## src/rtl/led_blink_pkg.sv

```systemverilog
// led_blink_pkg
// Shared types and helpers for the LED/heartbeat generator bank.
//   mode_t        : per-channel display mode (OFF / ON / BLINK / FLASH)
//   chan_ctl_t    : width-independent part of a channel's state
//   mode_running  : true for modes whose counter advances
//   led_decode    : LED level for a given mode and phase
package led_blink_pkg;

    typedef enum logic [1:0] {
        MODE_OFF   = 2'd0,
        MODE_ON    = 2'd1,
        MODE_BLINK = 2'd2,
        MODE_FLASH = 2'd3
    } mode_t;

    // Mode and phase carry no width parameter, so they can be shared here;
    // the full per-channel state (with cnt/half) lives in led_blink_chan.
    typedef struct packed {
        logic [1:0] phase;
        mode_t      mode;
    } chan_ctl_t;

    function automatic logic mode_running(input mode_t m);
        return (m == MODE_BLINK) || (m == MODE_FLASH);
    endfunction

    // BLINK is high on even phases; FLASH only on phase 0 (1 of 4 half-periods).
    function automatic logic led_decode(input mode_t m, input logic [1:0] ph);
        logic v;
        case (m)
            MODE_OFF:   v = 1'b0;
            MODE_ON:    v = 1'b1;
            MODE_BLINK: v = ~ph[0];
            MODE_FLASH: v = (ph == 2'd0);
            default:    v = 1'b0;
        endcase
        return v;
    endfunction

endpackage

```

## src/rtl/led_blink_chan.sv

```systemverilog
// led_blink_chan
// One LED/heartbeat channel: half-period counter, 2-bit phase and LED decode.
// Ports:
//   clk, rst_n   : clock and synchronous active-low reset
//   load         : take load_mode / load_half, restart counter at phase 0
//   load_mode    : new display mode
//   load_half    : new half-period in cycles (0 behaves as 1)
//   sync         : restart phase of a running channel (ignored while loading)
//   led, tick    : registered LED level and half-period expiry pulse
module led_blink_chan
    import led_blink_pkg::*;
#(
    parameter int    CNT_W        = 27,
    parameter int    DEFAULT_HALF = 50_000_000,
    parameter mode_t RST_MODE     = MODE_BLINK
) (
    input  logic             clk,
    input  logic             rst_n,
    input  logic             load,
    input  mode_t            load_mode,
    input  logic [CNT_W-1:0] load_half,
    input  logic             sync,
    output logic             led,
    output logic             tick
);

    typedef struct packed {
        logic [CNT_W-1:0] cnt;
        chan_ctl_t        ctl;
        logic [CNT_W-1:0] half;
    } chan_state_t;

    localparam logic [CNT_W-1:0] ONE      = CNT_W'(32'd1);
    localparam logic [CNT_W-1:0] ZERO     = {CNT_W{1'b0}};
    localparam logic [CNT_W-1:0] RST_HALF = CNT_W'(DEFAULT_HALF);
    // Reset phase 01 keeps BLINK/FLASH dark until the first expiry.
    localparam chan_state_t RST_STATE = '{
        cnt:  ZERO,
        ctl:  '{phase: 2'b01, mode: RST_MODE},
        half: RST_HALF
    };

    chan_state_t st_q, st_d;
    logic        led_q, led_d;
    logic        tick_q, tick_d;

    // Next-state: load beats sync beats free-running count.
    always_comb begin
        st_d   = st_q;
        tick_d = 1'b0;
        if (load) begin
            st_d.ctl.mode  = load_mode;
            st_d.half      = (load_half == ZERO) ? ONE : load_half;
            st_d.cnt       = ZERO;
            st_d.ctl.phase = 2'd0;
        end else if (mode_running(st_q.ctl.mode)) begin
            if (sync) begin
                st_d.cnt       = ZERO;
                st_d.ctl.phase = 2'd0;
            end else if (st_q.cnt == st_q.half - ONE) begin
                // half is never 0, so half-1 cannot underflow and cnt < half holds.
                st_d.cnt       = ZERO;
                st_d.ctl.phase = st_q.ctl.phase + 2'd1;
                tick_d         = 1'b1;
            end else begin
                st_d.cnt = st_q.cnt + ONE;
            end
        end else begin
            st_d.cnt       = ZERO;
            st_d.ctl.phase = 2'd0;
        end
        // LED follows the next state so a load is visible at its own edge.
        led_d = led_decode(st_d.ctl.mode, st_d.ctl.phase);
    end

    // Channel state and output registers.
    always_ff @(posedge clk) begin
        if (!rst_n) begin
            st_q   <= RST_STATE;
            led_q  <= 1'b0;
            tick_q <= 1'b0;
        end else begin
            st_q   <= st_d;
            led_q  <= led_d;
            tick_q <= tick_d;
        end
    end

    assign led  = led_q;
    assign tick = tick_q;

endmodule

```

## src/rtl/led_blink_bank.sv

```systemverilog
// led_blink_bank
// Bank of NCHAN independent LED/heartbeat generators with a valid/ready
// configuration port and a global phase resync.
// Ports:
//   sys_clk, sys_rst_n : clock and synchronous active-low reset
//   cfg_valid/ready    : configuration handshake (accept = valid && ready)
//   cfg_chan           : target channel (out-of-range is accepted and dropped)
//   cfg_mode, cfg_half : new mode and half-period for the target channel
//   sync_pulse         : restart phase of every BLINK/FLASH channel
//   led, tick          : registered per-channel outputs
module led_blink_bank
    import led_blink_pkg::*;
#(
    parameter int    NCHAN        = 8,
    parameter int    CNT_W        = 27,
    parameter int    DEFAULT_HALF = 50_000_000,
    parameter mode_t RST_MODE     = MODE_BLINK,
    localparam int   CHAN_W       = (NCHAN > 1) ? $clog2(NCHAN) : 1
) (
    input  logic              sys_clk,
    input  logic              sys_rst_n,
    input  logic              cfg_valid,
    output logic              cfg_ready,
    input  logic [CHAN_W-1:0] cfg_chan,
    input  logic [1:0]        cfg_mode,
    input  logic [CNT_W-1:0]  cfg_half,
    input  logic              sync_pulse,
    output logic [NCHAN-1:0]  led,
    output logic [NCHAN-1:0]  tick
);

    logic             cfg_ready_q, cfg_ready_d;
    logic             accept;
    logic [NCHAN-1:0] load_vec;

    // Handshake: ready drops for exactly the cycle after each accept.
    always_comb begin
        accept      = cfg_valid && cfg_ready_q;
        cfg_ready_d = ~accept;
    end

    // Ready register; low while in reset.
    always_ff @(posedge sys_clk) begin
        if (!sys_rst_n) begin
            cfg_ready_q <= 1'b0;
        end else begin
            cfg_ready_q <= cfg_ready_d;
        end
    end

    assign cfg_ready = cfg_ready_q;

    // One-hot channel select; an out-of-range cfg_chan matches nothing.
    always_comb begin
        load_vec = {NCHAN{1'b0}};
        for (int i = 0; i < NCHAN; i++) begin
            load_vec[i] = accept && (cfg_chan == CHAN_W'(i));
        end
    end

    for (genvar g = 0; g < NCHAN; g++) begin : g_chan
        led_blink_chan #(
            .CNT_W        (CNT_W),
            .DEFAULT_HALF (DEFAULT_HALF),
            .RST_MODE     (RST_MODE)
        ) u_chan (
            .clk       (sys_clk),
            .rst_n     (sys_rst_n),
            .load      (load_vec[g]),
            .load_mode (mode_t'(cfg_mode)),
            .load_half (cfg_half),
            .sync      (sync_pulse),
            .led       (led[g]),
            .tick      (tick[g])
        );
    end

endmodule

```

## config.mk

```make
export PLATFORM = sky130hd
export DESIGN_NAME = led_blink_bank
export DESIGN_NICKNAME = d
export VERILOG_FILES = /design/src/rtl/led_blink_pkg.sv /design/src/rtl/led_blink_chan.sv /design/src/rtl/led_blink_bank.sv
export SDC_FILE = /design/constraint.sdc
export NUM_CORES = 1
export LEC_CHECK = 0
export ABC_AREA = 0
export CAP_MARGIN = 20
export CORE_MARGIN = 2
export CORE_UTILIZATION = 63
export CTS_BUF_LIST = sky130_fd_sc_hd__clkbuf_16
export CTS_CLUSTER_SIZE = 20
export DETAILED_ROUTE_END_ITERATION = 6
export GPL_TIMING_DRIVEN = 0
export PLACE_DENSITY = 0.83
export SLEW_MARGIN = 25
export SYNTH_ARGS = -nofsm -noshare
export SYNTH_HDL_FRONTEND = slang
export SYNTH_SLANG_ARGS = --single-unit
```

## constraint.sdc

```tcl
create_clock -name sys_clk -period 5.1 [get_ports sys_clk]
set_input_delay 0.51 -clock sys_clk [delete_from_list [all_inputs] [get_ports sys_clk]]
set_output_delay 0.51 -clock sys_clk [all_outputs]
set_load 0.03 [all_outputs]
```

==> results_dict.tcl, run 1 <==
set metrics [dict create \
    outcome "finished, final reports clean" \
    tns_ns 0 \
    drtAntennaViolNets 0 \
    grt_use_total_pct 34.8 \
    syn_nets 3603 \
    drc 0 \
    cts_sinks 481 \
    hold_viol_final 0 \
    synthFlopType "dfxtp_1" \
    htreeDepth 2 \
    antenna_found_initial 1 \
    synth_top_area_cell "dfxtp_1" \
    crit_end "g_chan[0].u_chan.st_q[56]" \
    grt_max_degree 15 \
    max_cap_violations 0 \
    numPortBuffers 22 \
    worst_pin_slew_ns 1.20 \
    syn_inst 3551 \
    hold_class "register to register" \
    grt_pass1_vias 24200 \
    cts_resized 0 \
    synth_warnings 0 \
    required_ns 5.57 \
    start_util_pct 63.8 \
    slew_viol_final 0 \
    cts_buffers 50 \
    cp_common_cell "clkbuf_1" \
    synthTopCellsByArea "dfxtp_1 35%, nand2_1 8.4%, xnor2_1 7.3%, xor2_1 6.8%, nand3_1 4.6%" \
    finalWorstSetupSlack_ns 0.608 \
    clock-root-buffer "clkbuf_16" \
    setup_viol 0 \
    die_area_mm2 0.0452 \
    cp_max_fo 10 \
    firstDrtPassIters 6 \
    die_h_um 213 \
    routed_wl_um 79700 \
    reg2reg_depth 13 \
    insertion_delay_ns 0.60 \
    path_clk_slew_ns 0.06 \
    drtIter0Drc 2878 \
    syn_to_final_growth_pct 9.97 \
    fin_util_pct 70.2 \
    syn_area_mm2 0.0274 \
    max-vdd-ir-drop_uv 271 \
    routedWlPerCell_um 18.7 \
    max_freq_ghz 0.223 \
    dpl.hpwl_um 56300 \
    ioPinCount 53 \
    slew_headroom_pct 19.8 \
    power.density_mw_per_mm2 274 \
    gp_congestion 0.974 \
    synth_cell_types 84 \
    r2r_start "g_chan[0].u_chan.st_q[4]" \
    ys_seq_area_share_pct 35.1 \
    crit_type "register to register" \
    fin_crit_ns 4.49 \
    p_leak_nw 10.5 \
    grt-ovfl-total 0 \
    path_cells "clkbuf_1, or3_1, clkbuf_1, nor4_1, a21oi_1, or4b_1, nor4_1, and4b_1, clkbuf_1, nand2b_1, clkbuf_1, clkbuf_1, nor2_1" \
    rows 76 \
    cpMaxStageDelayCell "nor4_1" \
    finalNetCount 3677 \
    ys_seq_elements 481 \
    place_ws_ns 0.630 \
    finalPower_mw 8.26 \
    final_cells 4253 \
    dp.cells 4158 \
    slowest_delay_ns 0.59 \
    viasPerCell 6.21 \
    r2r-end "g_chan[0].u_chan.st_q[56]" \
    async_flop_share_pct 0 \
    yosys.area.top_type_share_pct 35.1 \
    end_kind "register" \
    postSynthAreaPerCell_um2 7.72 \
    synth_edf_count 0 \
    vias 26400 \
    cts.hold.buffers_added 0 \
    start_kind "register" \
    design.core.area_mm2 0.0430 \
    cts_setup_buffers 0 \
    fin_crit_sh_pct 88.1 \
    cp.arrival_ns 4.96 \
    r2r_slack_ns 0.61 \
    fp.dieW_um 213 \
    grt_pass1_wl_um 126000 \
    clockBufferDepth 3 \
    synth_common_cells "615 x nand2_1, 481 x dfxtp_1, 290 x nor2_1" \
    cts_tree "built" \
    rsz0062_at_grt "false" \
    drive_gt1_share_pct 4.42 \
    finClkSkew_ns 0.0182 \
    yosysMostFrequentCell "nand2_1" \
    crit_start "g_chan[0].u_chan.st_q[4]" \
]
==> worst min-delay path by stage <==
stage                                         start  cells past startpoint  slack (ns)                        end
final                     g_chan[7].u_chan.st_q[31]                      1        0.48  g_chan[7].u_chan.st_q[31]
after global routing                   cfg_half[23]                      3        0.51  g_chan[6].u_chan.st_q[23]
after CTS                               cfg_mode[1]                      3        0.46  g_chan[3].u_chan.st_q[28]
after detailed placement  g_chan[7].u_chan.st_q[31]                      1        0.48  g_chan[7].u_chan.st_q[31]
after global placement    g_chan[7].u_chan.st_q[31]                      1        0.46  g_chan[7].u_chan.st_q[31]
after floorplan           g_chan[7].u_chan.st_q[31]                      1        0.44  g_chan[7].u_chan.st_q[31]
==> report_power, final <==
group | switching [mW] | leakage (nW) | internal, mW
logic | 0.358 | 5.71 | 0.161
registers | 0.0604 | 3.89 | 3.80
clock network | 1.60 | 0.870 | 2.28
==> per-layer routing <==
layer  vias up  global-route usage (%)  wire [µm]  part of all wire (%)
met4         2                    16.5       3910                   4.9
met3       271                    6.43       7740                   9.7
met1     12300                    44.8      32600                    41
li1      12600                       -          -                     -
met5         -                       0         17                 0.021
met2      1215                    56.3      35500                    44
==> metrics by stage <==
stage | hold WS [ns] | cell area (µm²)
after CTS | 0.458 | 30100
after detailed placement | 0.476 | 28400
after floorplan | 0.437 | 27400
final | 0.481 | 30200
after global routing | 0.506 | 30200
after global placement | 0.463 | 28400
==> worst max-delay path, delay by kind of cell, from the launching register on <==
family	cells	cell delay [ns]
compound gates	1	0.13
simple gates	7	2.41
buf+inv	5	1.51
flops	1	0.29
==> placed cells by master, fill, tap and decap left out, types with 17 or more instances in the layout <==
master | synthesis | routed
buf_4 | 18 | 18
a21boi_0 | 125 | 125
or2_2 | 18 | 18
nand3_1 | 250 | 250
nand2_1 | 615 | 615
clkdlybuf4s50_1 | 0 | 22
dfxtp_1 | 481 | 481
a31oi_1 | 27 | 27
and2_1 | 21 | 21
nand2b_1 | 25 | 25
or4_1 | 48 | 48
o21ai_0 | 54 | 54
o31ai_1 | 19 | 19
a21oi_1 | 53 | 53
nor2b_1 | 17 | 17
clkbuf_1 | 186 | 180
clkbuf_16 | 0 | 53
nor2_1 | 290 | 290
and4_1 | 21 | 21
xor2_1 | 214 | 214
and3_1 | 65 | 65
nor4_1 | 80 | 75
inv_1 | 72 | 79
mux2i_1 | 17 | 17
o211ai_1 | 18 | 18
nand4_1 | 71 | 71
or3_1 | 50 | 50
xnor2_1 | 227 | 227
nor3_1 | 189 | 189
==> flip-flops by register name, summed over array words and instances (netlist names) <==
| name | cells |
|---|---|
| g_chan.u_chan.st_q | 464 |
| g_chan.u_chan.tick | 8 |
| g_chan.u_chan.led | 8 |
| cfg_ready | 1 |
==> cells by family after synthesis <==
group                      synth area share [%]
and+or+nand+nor                            32.8
adders and majority gates                 0.730
AOI/OAI and AO/OA                          12.1
buffers and inverters                      4.25
DFF                                        35.1
muxes                                     0.867
xor gates and xnor gates                   14.1
==> final cells by class <==
type                       instances  area [µm²]
antenna                            2        5.00
buffer                           218         902
clock buffer                      53        1330
clock inverter                    40         404
fill                            3517       12800
inverter                          72         270
multi-input combinational       2780       16700
sequential                       481        9630
tap                              585         732
timing repair buffer              22         220
No activity file was read; power rests on OpenSTA's default activity.
==> run 2: changes to the inputs <==
Clock period 5.1 ns to 4.6 ns, I/O delays scaled along.
==> results_dict.tcl, run 2 (synthesis results as in run 1) <==
set metrics [dict create \
    outcome "finished with violations" \
    violations "DRC" \
    hold_viol_final 0 \
    cts_tree "built" \
    cp.arrival_ns 4.84 \
    largest_register_ffs 464 \
    drive_gt1_share_pct 4.56 \
    htreeDepth 2 \
    fin_crit_sh_pct 95.0 \
    cts.hold.buffers_added 0 \
    hold_class "input pin to register" \
    crit_type "register to register" \
    grt_max_degree 15 \
    syn_to_final_growth_pct 10.0 \
    vias 26500 \
    path_clk_slew_ns 0.06 \
    finalNetCount 3677 \
    rsz0062_at_grt "false" \
    slew_headroom_pct 18.9 \
    required_ns 5.07 \
    dpl.hpwl_um 56300 \
    insertion_delay_ns 0.60 \
    routedWlPerCell_um 18.8 \
    end_kind "register" \
    grt_pass1_vias 24200 \
    max_cap_violations 0 \
    antenna_found_initial 1 \
    start_kind "register" \
    firstDrtPassIters 7 \
    final_common_cell "nand2_1" \
    numPortBuffers 22 \
    grt_pass1_wl_um 126000 \
    worst_pin_slew_ns 1.22 \
    cts_buffers 50 \
    die_area_mm2 0.0452 \
    routed_wl_um 79800 \
    cts_sinks 481 \
    top_register "g_chan.u_chan.st_q" \
    drtIter0Drc 2940 \
    die_h_um 213 \
    fin_crit_ns 4.37 \
    max_freq_ghz 0.229 \
    mostFrequentLayoutCells "615 x nand2_1, 481 x dfxtp_1, 290 x nor2_1" \
    power.density_mw_per_mm2 304 \
    ioPinCount 53 \
    slew_viol_final 0 \
    drc 2 \
    tns_ns 0 \
    design.core.area_mm2 0.0430 \
    gp_congestion 0.974 \
    fp.dieW_um 213 \
    grt-ovfl-total 0 \
    max-vdd-ir-drop_uv 300 \
    start_util_pct 63.8 \
    rows 76 \
    cts_setup_buffers 0 \
    grt_use_total_pct 34.8 \
    setup_viol 0 \
    fin_util_pct 70.2 \
    drtAntennaViolNets 0 \
    cp_max_fo 10 \
    viasPerCell 6.23 \
    clockBufferDepth 3 \
    clock-root-buffer "clkbuf_16" \
    p_leak_nw 10.5 \
    finClkSkew_ns 0.0145 \
]
## run 2: repair_timing
action | CTS | global route
setup endpoints to repair | 0 | 29
hold endpoints to repair | 0 | 0
resized for setup | 0 | 7
## run 2: final timing paths
check / start / endpoint / slack [ns] / cells after the start
worst max register to register: g_chan[1].u_chan.st_q[11] / g_chan[1].u_chan.st_q[40] / 0.23 / 10
worst min register to register: g_chan[7].u_chan.st_q[31] / g_chan[7].u_chan.st_q[31] / 0.48 / 1
worst max-delay path: g_chan[1].u_chan.st_q[11] / g_chan[1].u_chan.st_q[40] / 0.23 / 10
worst min-delay path: cfg_half[23] / g_chan[1].u_chan.st_q[23] / 0.45 / 3
## run 2: area by class of cell
type | instances | area, µm²
timing repair buffer | 22 | 220
inverter | 72 | 270
multi-input combinational | 2780 | 16700
antenna | 2 | 5.00
clock buffer | 53 | 1330
buffer | 218 | 905
fill | 3512 | 12800
clock inverter | 40 | 404
sequential | 481 | 9630
tap | 585 | 732
## run 2: report_power, final
part	switching (mW)	total, mW	internal [mW]
Combinational	0.399	0.577	0.179
Clock	1.78	4.31	2.53
Sequential	0.0669	4.28	4.22
Total	2.24	9.17	6.93
## run 2: through the flow
step                instance area, µm²  setup slack [ns]  hold WS [ns]  cells  total power [mW]
floorplan                        27400              1.00         0.437   3551              4.71
global placement                 28400             0.197         0.463   4158              4.91
detailed placement               28400             0.130         0.476   4158              4.92
CTS                              30100             0.117         0.408   4251              9.15
global route                     30200            0.0433         0.456   4251              9.37
finish                           30200             0.232         0.454   4253              9.17
## run 2: critical path: stages, from the launching register on
cell and delay, ns:
dfxtp_1 0.30, buf_2 0.16, or4_1 0.56, nor3_1 0.85, a31oi_1 0.21, o21a_1 0.25
or4b_1 0.55, or4b_1 0.57, nor2_2 0.44, buf_4 0.27, nor3_1 0.07
## run 2: metal layers
| metal | track usage [%] | part of all wire (%) | up-vias |
|---|---|---|---|
| met3 | 6.43 | 10 | 299 |
| met4 | 16.5 | 5.1 | 2 |
| li1 | - | - | 12600 |
| met2 | 56.3 | 44 | 1225 |
| met5 | 0 | 0.021 | - |
| met1 | 44.8 | 40 | 12400 |
